File: config.mk
export PLATFORM = sky130hd
export DESIGN_NAME = rv32_irq_arbiter
export DESIGN_NICKNAME = d
export VERILOG_FILES = /design/src/rtl/rv32_irq_pkg.sv /design/src/rtl/rv32_irq_gateway.sv /design/src/rtl/rv32_irq_arbiter.sv
export SDC_FILE = /design/constraint.sdc
export NUM_CORES = 1
export LEC_CHECK = 0
export ABC_AREA = 1
export CAP_MARGIN = 15
export CORE_ASPECT_RATIO = 0.6
export CORE_MARGIN = 5
export CORE_UTILIZATION = 30
export CTS_CLUSTER_SIZE = 20
export DETAILED_ROUTE_END_ITERATION = 8
export GPL_ROUTABILITY_DRIVEN = 0
export HOLD_SLACK_MARGIN = 0.03
export SYNTH_ARGS = -nofsm -noshare
export SYNTH_HDL_FRONTEND = slang
export SYNTH_SLANG_ARGS = --single-unit
File: constraint.sdc
create_clock -name clk -period 11.6 [get_ports clk]
set_input_delay 2.32 -clock clk [delete_from_list [all_inputs] [get_ports clk]]
set_output_delay 2.32 -clock clk [all_outputs]
set_load 0.005 [all_outputs]
File: src/rtl/rv32_irq_pkg.sv
// Shared definitions for the platform interrupt arbiter: register offsets and gateway states.
package rv32_irq_pkg;

   localparam logic [7:0] IRQ_PENDING   = 8'h00;
   localparam logic [7:0] IRQ_ENABLE    = 8'h04;
   localparam logic [7:0] IRQ_THRESH    = 8'h08;
   localparam logic [7:0] IRQ_CLAIM     = 8'h0C;
   localparam logic [7:0] IRQ_PRIO_BASE = 8'h40;

   typedef enum logic [1:0] {
      GW_IDLE = 2'd0,
      GW_PEND = 2'd1,
      GW_INFL = 2'd2
   } gw_state_e;

endpackage

File: src/rtl/rv32_irq_gateway.sv
// Per-source interrupt gateway: latches a request, holds it through claim and
// blocks the source until the ISR completes it.
module rv32_irq_gateway
   import rv32_irq_pkg::*;
(
   input  logic clk,
   input  logic rst,
   input  logic src,
   input  logic claim_hit,
   input  logic complete_hit,
   output logic pending,
   output logic pending_nxt
);

   gw_state_e state_q, state_d;

   always_ff @(posedge clk) begin
      if (rst) state_q <= GW_IDLE;
      else     state_q <= state_d;
   end

   // A completed source passes through IDLE for one cycle before it can re-pend.
   always_comb begin
      state_d = state_q;
      case (state_q)
         GW_IDLE: if (src)          state_d = GW_PEND;
         GW_PEND: if (claim_hit)    state_d = GW_INFL;
         GW_INFL: if (complete_hit) state_d = GW_IDLE;
         default:                   state_d = GW_IDLE;
      endcase
   end

   always_comb begin
      pending     = (state_q == GW_PEND);
      pending_nxt = (state_d == GW_PEND);
   end

endmodule

File: src/rtl/rv32_irq_arbiter.sv
// Platform-level interrupt arbiter: gateways, priority/enable/threshold registers,
// claim/complete handshake and a registered external interrupt line.
module rv32_irq_arbiter
   import rv32_irq_pkg::*;
#(
   parameter int N_SRC  = 8,
   parameter int PRIO_W = 3
) (
   input  logic              clk,
   input  logic              rst,
   input  logic [N_SRC-1:0]  irq_src,
   input  logic              bus_req,
   input  logic              bus_we,
   input  logic [7:0]        bus_addr,
   input  logic [31:0]       bus_wdata,
   output logic [31:0]       bus_rdata,
   output logic              bus_ready,
   output logic              irq_out
);

   localparam int         ID_W      = $clog2(N_SRC + 1);
   localparam logic [5:0] W_PENDING = IRQ_PENDING[7:2];
   localparam logic [5:0] W_ENABLE  = IRQ_ENABLE[7:2];
   localparam logic [5:0] W_THRESH  = IRQ_THRESH[7:2];
   localparam logic [5:0] W_CLAIM   = IRQ_CLAIM[7:2];
   localparam logic [5:0] W_PRIO    = IRQ_PRIO_BASE[7:2];

   logic [N_SRC-1:0]  enable_q;
   logic [PRIO_W-1:0] thresh_q;
   logic [PRIO_W-1:0] prio_q [N_SRC];
   logic [N_SRC-1:0]  pending, pending_nxt, claim_hit, complete_hit;
   logic [ID_W-1:0]   best_id_q, best_id_d;
   logic [PRIO_W-1:0] best_prio_d;
   logic [5:0]        word;
   logic              rd_acc, wr_acc, claim_acc, complete_acc;
   logic [31:0]       rdata_d;
   logic              unused_addr_lsb;

   assign word            = bus_addr[7:2];
   assign unused_addr_lsb = ^bus_addr[1:0];
   assign rd_acc          = bus_req && !bus_we;
   assign wr_acc          = bus_req &&  bus_we;
   assign claim_acc       = rd_acc && (word == W_CLAIM);
   assign complete_acc    = wr_acc && (word == W_CLAIM);

   // A claim retires the currently registered winner; IDs outside 1..N_SRC match no gateway.
   for (genvar k = 0; k < N_SRC; k++) begin : g_gw
      assign claim_hit[k]    = claim_acc && (best_id_q == ID_W'(k + 1));
      assign complete_hit[k] = complete_acc && (bus_wdata == 32'(k + 1));

      rv32_irq_gateway u_gw (
         .clk          (clk),
         .rst          (rst),
         .src          (irq_src[k]),
         .claim_hit    (claim_hit[k]),
         .complete_hit (complete_hit[k]),
         .pending      (pending[k]),
         .pending_nxt  (pending_nxt[k])
      );
   end

   // Arbitrate over next-cycle pending so a claimed source drops out at the claim edge.
   always_comb begin
      best_id_d   = '0;
      best_prio_d = '0;
      for (int k = 0; k < N_SRC; k++) begin
         if (pending_nxt[k] && enable_q[k] && (prio_q[k] > thresh_q) &&
             (prio_q[k] > best_prio_d)) begin
            best_prio_d = prio_q[k];
            best_id_d   = ID_W'(k + 1);
         end
      end
   end

   always_comb begin
      rdata_d = '0;
      case (word)
         W_PENDING: rdata_d[N_SRC-1:0]  = pending;
         W_ENABLE:  rdata_d[N_SRC-1:0]  = enable_q;
         W_THRESH:  rdata_d[PRIO_W-1:0] = thresh_q;
         W_CLAIM:   rdata_d[ID_W-1:0]   = best_id_q;
         default: begin
            for (int k = 0; k < N_SRC; k++)
               if (word == 6'(W_PRIO + k)) rdata_d[PRIO_W-1:0] = prio_q[k];
         end
      endcase
      if (!rd_acc) rdata_d = '0;
   end

   // Configuration registers
   always_ff @(posedge clk) begin
      if (rst) begin
         enable_q <= '0;
         thresh_q <= '0;
         for (int k = 0; k < N_SRC; k++) prio_q[k] <= '0;
      end else if (wr_acc) begin
         if (word == W_ENABLE) enable_q <= bus_wdata[N_SRC-1:0];
         if (word == W_THRESH) thresh_q <= bus_wdata[PRIO_W-1:0];
         for (int k = 0; k < N_SRC; k++)
            if (word == 6'(W_PRIO + k)) prio_q[k] <= bus_wdata[PRIO_W-1:0];
      end
   end

   // Arbitration result, interrupt line and bus response
   always_ff @(posedge clk) begin
      if (rst) begin
         best_id_q <= '0;
         irq_out   <= 1'b0;
         bus_ready <= 1'b0;
         bus_rdata <= '0;
      end else begin
         best_id_q <= best_id_d;
         irq_out   <= (best_id_q != '0);
         bus_ready <= bus_req;
         bus_rdata <= rdata_d;
      end
   end

endmodule

==> impl_metrics.yaml, run 1 <==
die:
  dieHeight_um: 106.7
  floorplan.die.width_um: 171.2
  start_util_pct: 30.51
  die_area_mm2: 0.01827
  rows: 35
  io_pins: 86
  floorplan.core_area_mm2: 0.01533
hold_path:
  holdPathEnd: "g_gw[4].u_gw.state_q[0]"
  holdPathStages: 1
  hold_path.class: "reg2reg"
  hp-start: "g_gw[4].u_gw.state_q[1]"
clock_network:
  ctsHoldBuffers: 0
  tritoncts_num_sinks: 65
  clk_root_buffer_cell: "sky130_fd_sc_hd__clkbuf_16"
  clk_transition_reported_paths_ns: 0.06
  cts.path.max_buffers: 2
  clkLatencyLatePin_ns: 0.34
  number_of_h_tree_levels: 3
  tritoncts: "yes"
  numCtsBuffers: 9
layout:
  nNetsFinal: 847
  post_route_cells_drive_above_1_share_pct: 19.60
  layout.cells.most_common: "sky130_fd_sc_hd__nor2_1"
  area_growth_pct: 37.48
  n_fill_cell: 1581
  final_cell_mix: "sky130_fd_sc_hd__nor2_1, sky130_fd_sc_hd__nand2_1, sky130_fd_sc_hd__inv_1"
  antenna_cells_inserted: 0
  final-instance-count-excl-fill: 958
logic_synthesis:
  synth-edff-count: 24
  synth_area_per_cell_um2: 7.424
  syn_area_mm2: 0.004677
  synth_top_cells_by_area: "sky130_fd_sc_hd__dfxtp_1, sky130_fd_sc_hd__edfxtp_1, sky130_fd_sc_hd__ha_1, sky130_fd_sc_hd__nand2_1, sky130_fd_sc_hd__nor2_1"
  synth_area_leader_cell: "sky130_fd_sc_hd__dfxtp_1"
  dominantRegCellSynth: "sky130_fd_sc_hd__dfxtp_1"
  yosys_register_bits: 65
  synth.lib_cells_used.distinct: 45
  ys_seq_area_share_pct: 32.96
  syn_warnings: 0
  netlist.area_leader.share_pct: 17.55
  synthesis.instances: 630
  fraction_of_synthesis_flops_using_an_asynchronous_set_or_reset_pin_pct: 0
power_and_ir_drop:
  power.static_leakage_nw: 2.745
  power_per_cell_area_mw_per_mm2: 97.27
  power.ir.vdd_worst_v: 0.00006208
global_route:
  first_global_vias: 4181
  antenna_found_initial: 0
  grt_start_max_net_pins: 25
  grt_overflow: 0
  wire_length_of_the_first_global_routing_pass_um: 22650
  globalRouteTotalUtil_pct: 16.09
setup_path:
  worstReg2RegEnd: "best_id_q[0]"
  reg2regPathDepth: 63
  timing.rr.start: "thresh_q[2]"
  r2r_slack_ns: 2.13
  cpPeakStageDelay_ns: 0.48
  crit_required_ns: 11.82
  cpMostUsedCell: "sky130_fd_sc_hd__nand3_2"
  critical_path.max_fanout: 5
  crit_path_top_delay_cell: "sky130_fd_sc_hd__clkdlybuf4s50_1"
  critPathKind: "in2reg"
  crit_path_end_kind: "register"
  critical_path.startpoint_type: "input pin"
  worst_ep_arrival_time_ns: 11.19
outcome:
  outcome: "complete, no violations"
sta:
  post-route-period-util_pct: 94.57
  timing.slew.headroom_pct: 48.60
  layout_setup_ws_ns: 0.6303
  timing.final.hold_violations: 0
  finalSetupViolations: 0
  setup-tns-final_ns: 0
  clock-skew-final_ns: 0.003819
  period_needed_ns: 10.97
  transition_time_of_the_tightest_slew_check_pin_ns: 0.7640
  max_freq_mhz: 91.16
  timing_max_transition_violations_final: 0
placement:
  pre_cts_slack_ns: -0.3284
  dp.final_hpwl_um: 12050
  placed_cells_incl_taps: 937
  place.port_buffers: 59
route:
  detailedRoute.firstPassIterationCount: 5
  routedWlPerCell_um: 15.61
  drc_violation_count_after_routing: 0
  via_per_inst: 4.762
  via_count: 4562
  postRouteAntennaNets: 0
  finalWirelength_um: 14950
  detailedRoute.firstIterationViolations: 333
run:
  count_of_max_cap_constraint_violations: 0
==> cells in the mapped netlist (2+ instances only) <==
master / instances
sky130_fd_sc_hd__a211oi_1: 2
sky130_fd_sc_hd__a21oi_1: 41
sky130_fd_sc_hd__a221oi_1: 3
sky130_fd_sc_hd__a31oi_1: 7
sky130_fd_sc_hd__and2_1: 5
sky130_fd_sc_hd__and2_2: 2
sky130_fd_sc_hd__buf_4: 24
sky130_fd_sc_hd__clkbuf_1: 3
sky130_fd_sc_hd__dfxtp_1: 41
sky130_fd_sc_hd__edfxtp_1: 24
sky130_fd_sc_hd__ha_1: 45
sky130_fd_sc_hd__inv_1: 72
sky130_fd_sc_hd__inv_2: 4
sky130_fd_sc_hd__nand2_1: 105
sky130_fd_sc_hd__nand2_2: 4
sky130_fd_sc_hd__nand2_4: 2
sky130_fd_sc_hd__nand3_1: 39
sky130_fd_sc_hd__nand3_2: 11
sky130_fd_sc_hd__nand3b_1: 5
sky130_fd_sc_hd__nand4_1: 15
sky130_fd_sc_hd__nor2_1: 102
sky130_fd_sc_hd__nor2_2: 2
sky130_fd_sc_hd__nor3_1: 4
sky130_fd_sc_hd__nor4_1: 13
sky130_fd_sc_hd__o2111ai_1: 2
sky130_fd_sc_hd__o21ai_0: 29
sky130_fd_sc_hd__o22ai_1: 3
sky130_fd_sc_hd__o311ai_0: 2
sky130_fd_sc_hd__or2_2: 3
==> critical path: cells and delay by family <==
family,cells,cell delay [ns]
compound gates,6,0.65
fa+ha+maj,7,1.68
buf+inv,7,1.23
simple gates,44,5.30
==> cell families (layout without fill, tap and decap cells) <==
kind of cell | count (synthesis) | after routing | share of synthesized area, %
other cells | 1 | 24 | 0.08018
flops | 65 | 65 | 32.96
buf+inv | 106 | 208 | 10.46
simple gates | 321 | 321 | 33.47
compound gates | 92 | 92 | 11.00
fa+ha+maj | 45 | 45 | 12.04
==> per-layer routing <==
metal,wire length [um],GRT usage (%),vias up
met5,0,0,-
met4,151,3.053,0
met3,1234,5.564,15
met2,5602,19.82,133
met1,7964,26.00,2072
li1,-,-,2342
==> how the worst max path moves through the flow <==
| stage | startpoint | end | slack (ns) | cells past startpoint |
|---|---|---|---|---|
| after floorplan | bus_addr[3] | best_id_q[0] | 1.02 | 61 |
| after global placement | bus_addr[7] | best_id_q[1] | -0.23 | 66 |
| after detailed placement | bus_addr[7] | best_id_q[0] | -0.33 | 66 |
| after CTS | bus_addr[7] | best_id_q[0] | 0.004 | 67 |
| after global routing | bus_addr[7] | best_id_q[0] | -0.03 | 64 |
| final | bus_addr[6] | best_id_q[0] | 0.63 | 64 |
==> report_power, final <==
part | total, mW | switching (mW) | leakage [nW] | internal (mW)
clock | 0.293 | 0.111 | 0.156 | 0.182
sequential | 0.253 | 0.00864 | 0.562 | 0.244
combinational | 0.0799 | 0.0431 | 2.03 | 0.0368
total | 0.625 | 0.163 | 2.74 | 0.463
==> metrics by stage <==
step | power, mW | util (%) | area, um2 | hold WS (ns)
4_1_cts | 0.6218 | 39.93 | 6120 | 0.4800
5_1_grt | 0.6498 | 41.95 | 6430 | 0.5037
3_5_place_dp | 0.3292 | 37.78 | 5791 | 0.4811
2_1_floorplan | 0.2981 | - | 4763 | 0.4275
6_report | 0.6254 | 41.95 | 6430 | 0.4939
3_3_place_gp | 0.3285 | 37.78 | 5791 | 0.4791
==> what timing repair did <==
item,4_1_cts,5_1_grt
endpoints found under the setup margin,3,4
pin swaps,0,15
resized for setup,2,53
gates cloned,0,0
buffers inserted,0,5
==> flip-flops by register name (all words and copies together) (netlist names) <==
signal / flops
best_id_q: 4
bus_rdata: 8
bus_ready: 1
enable_q: 8
g_gw.u_gw.state_q: 16
irq_out: 1
prio_q: 24
thresh_q: 3
==> final cells by class <==
| type | count | area [um2] | share of cell area (%) |
|---|---|---|---|
| inverter | 77 | 291.5 | 4.534 |
| clock buffer | 10 | 250.2 | 3.892 |
| sequential | 65 | 1541 | 23.97 |
| clock inverter | 6 | 70.07 | 1.090 |
| timing repair buffer | 115 | 1018 | 15.84 |
| tap | 203 | 254.0 | 3.950 |
| multi-input combinational | 482 | 3004 | 46.72 |
(Power assumes the default switching activity.)
==> inputs of run 2 (changes only) <==
- CAP_MARGIN: 15 -> not set
- SYNTH_HIERARCHICAL: not set -> 1
==> run 2 against run 1 <==
Net effect:
- setup slack better by 0.052 ns
- clock skew increased by 0.0055 ns
- global-route usage shrank 0.68 points
- sequential share of layout area increased by 1.6 points
- register-to-register slack improved by 0.85 ns
- critical path depth increased by 5
- highest routed layer unchanged
- combinational power is 10% lower
- synthesized area increased by 1.6%
- routed wire length shrank 5.4%
- clock power shrank 2%
- largest cell class unchanged
- worst hold slack gained 0.0076 ns
==> impl_metrics.yaml, run 2 <==
outcome:
  outcome: "complete, no violations"
clock_network:
  numCtsBuffers: 9
  clk_root_buffer_cell: "sky130_fd_sc_hd__clkbuf_16"
  number_of_h_tree_levels: 3
  cts.path.max_buffers: 2
  ctsHoldBuffers: 0
  clk_transition_reported_paths_ns: 0.06
  tritoncts: "yes"
  tritoncts_num_sinks: 65
  clkLatencyLatePin_ns: 0.34
logic_synthesis:
  synth-edff-count: 24
  synth_area_per_cell_um2: 7.231
  netlist.area_leader.share_pct: 17.28
  synth_top_cells_by_area: "sky130_fd_sc_hd__dfxtp_1, sky130_fd_sc_hd__edfxtp_1, sky130_fd_sc_hd__ha_1, sky130_fd_sc_hd__nand2_1, sky130_fd_sc_hd__nor2_1"
  synth.lib_cells_used.distinct: 46
  synth_area_leader_cell: "sky130_fd_sc_hd__dfxtp_1"
  dominantRegCellSynth: "sky130_fd_sc_hd__dfxtp_1"
  yosys_register_bits: 65
  synthesis.instances: 657
  syn_warnings: 6
  fraction_of_synthesis_flops_using_an_asynchronous_set_or_reset_pin_pct: 0
  synth_top_cells_by_count: "sky130_fd_sc_hd__nand2_1, sky130_fd_sc_hd__nor2_1, sky130_fd_sc_hd__inv_1"
  post-synth-top-count-cell: "sky130_fd_sc_hd__nand2_1"
  ys_seq_area_share_pct: 32.45
  syn_area_mm2: 0.004751
global_route:
  grt_start_max_net_pins: 25
  first_global_vias: 3980
  wire_length_of_the_first_global_routing_pass_um: 21890
  antenna_found_initial: 0
  globalRouteTotalUtil_pct: 15.41
  grt_overflow: 0
sta:
  post-route-period-util_pct: 94.12
  max_freq_mhz: 91.59
  timing_max_transition_violations_final: 0
  timing.final.hold_violations: 0
  transition_time_of_the_tightest_slew_check_pin_ns: 0.7856
  finalSetupViolations: 0
  clock-skew-final_ns: 0.009284
  period_needed_ns: 10.92
  hold_slack_ns: 0.5016
  timing.slew.headroom_pct: 47.43
setup_path:
  cpPeakStageDelay_ns: 0.44
  crit_path_top_delay_cell: "sky130_fd_sc_hd__clkdlybuf4s50_1"
  reg2regPathDepth: 66
  cpMostUsedCell: "sky130_fd_sc_hd__nand2_1"
  r2r_slack_ns: 2.98
  critPathKind: "in2reg"
  timing.rr.start: "best_id_q[1]"
  crit_path_end_kind: "register"
  critical_path.startpoint_type: "input pin"
  worstReg2RegEnd: "best_id_q[2]"
  worst_ep_arrival_time_ns: 11.18
  crit_required_ns: 11.86
  critical_path.max_fanout: 6
route:
  drc_violation_count_after_routing: 0
  detailedRoute.firstIterationViolations: 366
  met3RoutedLength_um: 1221
  postRouteAntennaNets: 0
  met1_length_um: 7709
  topRoutingLayerUsed: "met4"
  finalWirelength_um: 14140
  route.met2.wl_um: 5084
  via_per_inst: 4.714
  via_count: 4492
  routedWlPerCell_um: 14.84
  detailedRoute.firstPassIterationCount: 5
hold_path:
  holdPathStages: 2
  hp-start: "g_gw[2].u_gw/state_q[1]"
  holdPathEnd: "g_gw[2].u_gw/state_q[1]"
  hold_path.class: "reg2reg"
layout:
  layout_top_registers: "prio_q x24, g_gw.u_gw/state_q x16"
  flip_flop_count_of_the_largest_register_after_layout: 24
  layout.cells.most_common: "sky130_fd_sc_hd__nand2_1"
  final_cell_mix: "sky130_fd_sc_hd__nand2_1, sky130_fd_sc_hd__nor2_1, sky130_fd_sc_hd__inv_1"
  antenna_cells_inserted: 0
  area_growth_pct: 26.92
  register_containing_the_most_flip_flops_in_the_final_layout: "prio_q"
  nNetsFinal: 838
  post_route_cells_drive_above_1_share_pct: 13.60
power_and_ir_drop:
  power.ir.vdd_worst_v: 0.00006066
  power_per_cell_area_mw_per_mm2: 101.5
  power.static_leakage_nw: 2.529
  design_power_total_mw: 0.6122
die:
  dieHeight_um: 107.5
  floorplan.core_area_mm2: 0.01546
  start_util_pct: 30.73
  floorplan.die.width_um: 172.5
  die_area_mm2: 0.01854
  io_pins: 86
  rows: 35
placement:
  dp.final_hpwl_um: 11530
  place.port_buffers: 59
run:
  count_of_max_cap_constraint_violations: 0
## run 2: kinds of logic after synthesis
logic type      share of synthesized area, %
flops                                  32.45
fa+ha+maj                              10.80
compound gates                         11.46
simple gates                           33.26
other cells                          0.07893
buf+inv                                11.96
## run 2: area by class of cell
class / instances / area (um2)
Tap cell: 203 / 254.0
Multi-Input combinational cell: 488 / 2780
Inverter: 99 / 371.6
Sequential cell: 65 / 1541
Timing Repair Buffer: 82 / 767.0
Fill cell: 1629 / 9429
Clock buffer: 11 / 254.0
Clock inverter: 5 / 61.31
## run 2: per-layer routing
| metal | vias up | global-route usage (%) |
|---|---|---|
| li1 | 2310 | - |
| met1 | 2034 | 25.87 |
| met2 | 136 | 18.78 |
| met3 | 12 | 3.780 |
| met4 | 0 | 3.085 |
| met5 | - | 0 |
## run 2: worst max-delay path by stage
stage / end / depth (start not counted) / from / slack [ns]
6_report: best_id_q[2] / 69 / bus_addr[4] / 0.68
5_1_grt: best_id_q[2] / 69 / bus_addr[4] / -0.03
4_1_cts: best_id_q[2] / 69 / bus_addr[5] / 0.47
3_5_place_dp: best_id_q[2] / 69 / bus_addr[5] / 0.19
3_3_place_gp: best_id_q[2] / 68 / bus_addr[5] / 0.17
2_1_floorplan: best_id_q[2] / 65 / bus_addr[5] / 1.40
## run 2: metrics by stage
step | TNS [ns] | std cells | worst slack [ns] | utilization [%] | cell area, um2
global placement | 0 | 930 | 0.1708 | 36.26 | 5605
global route | -0.02891 | 953 | -0.02891 | 39.00 | 6030
CTS | 0 | 946 | 0.4729 | 38.30 | 5921
detailed placement | 0 | 930 | 0.1883 | 36.26 | 5605
floorplan | 0 | 680 | 1.401 | - | 4837
finish | 0 | 953 | 0.6818 | 39.00 | 6030
## run 2: report_power, final
group          total (mW)  leakage (nW)  switching [mW]  internal (mW)
Combinational      0.0718          1.82          0.0394         0.0324
Clock               0.286         0.152           0.106          0.181
Sequential          0.254         0.562         0.00966          0.244
Total               0.612          2.53           0.155          0.457
## run 2: what timing repair did
action	in CTS	in global routing
gates resized for setup	0	18
buffers inserted	0	7
endpoints found under the setup margin	0	4
## run 2: worst max-delay path, delay by kind of cell
kind / cells / cell delay (ns)
and+or+nand+nor: 43 / 4.70
adders and majority gates: 7 / 1.93
AOI/OAI and AO/OA: 10 / 1.17
buffers and inverters: 9 / 1.04
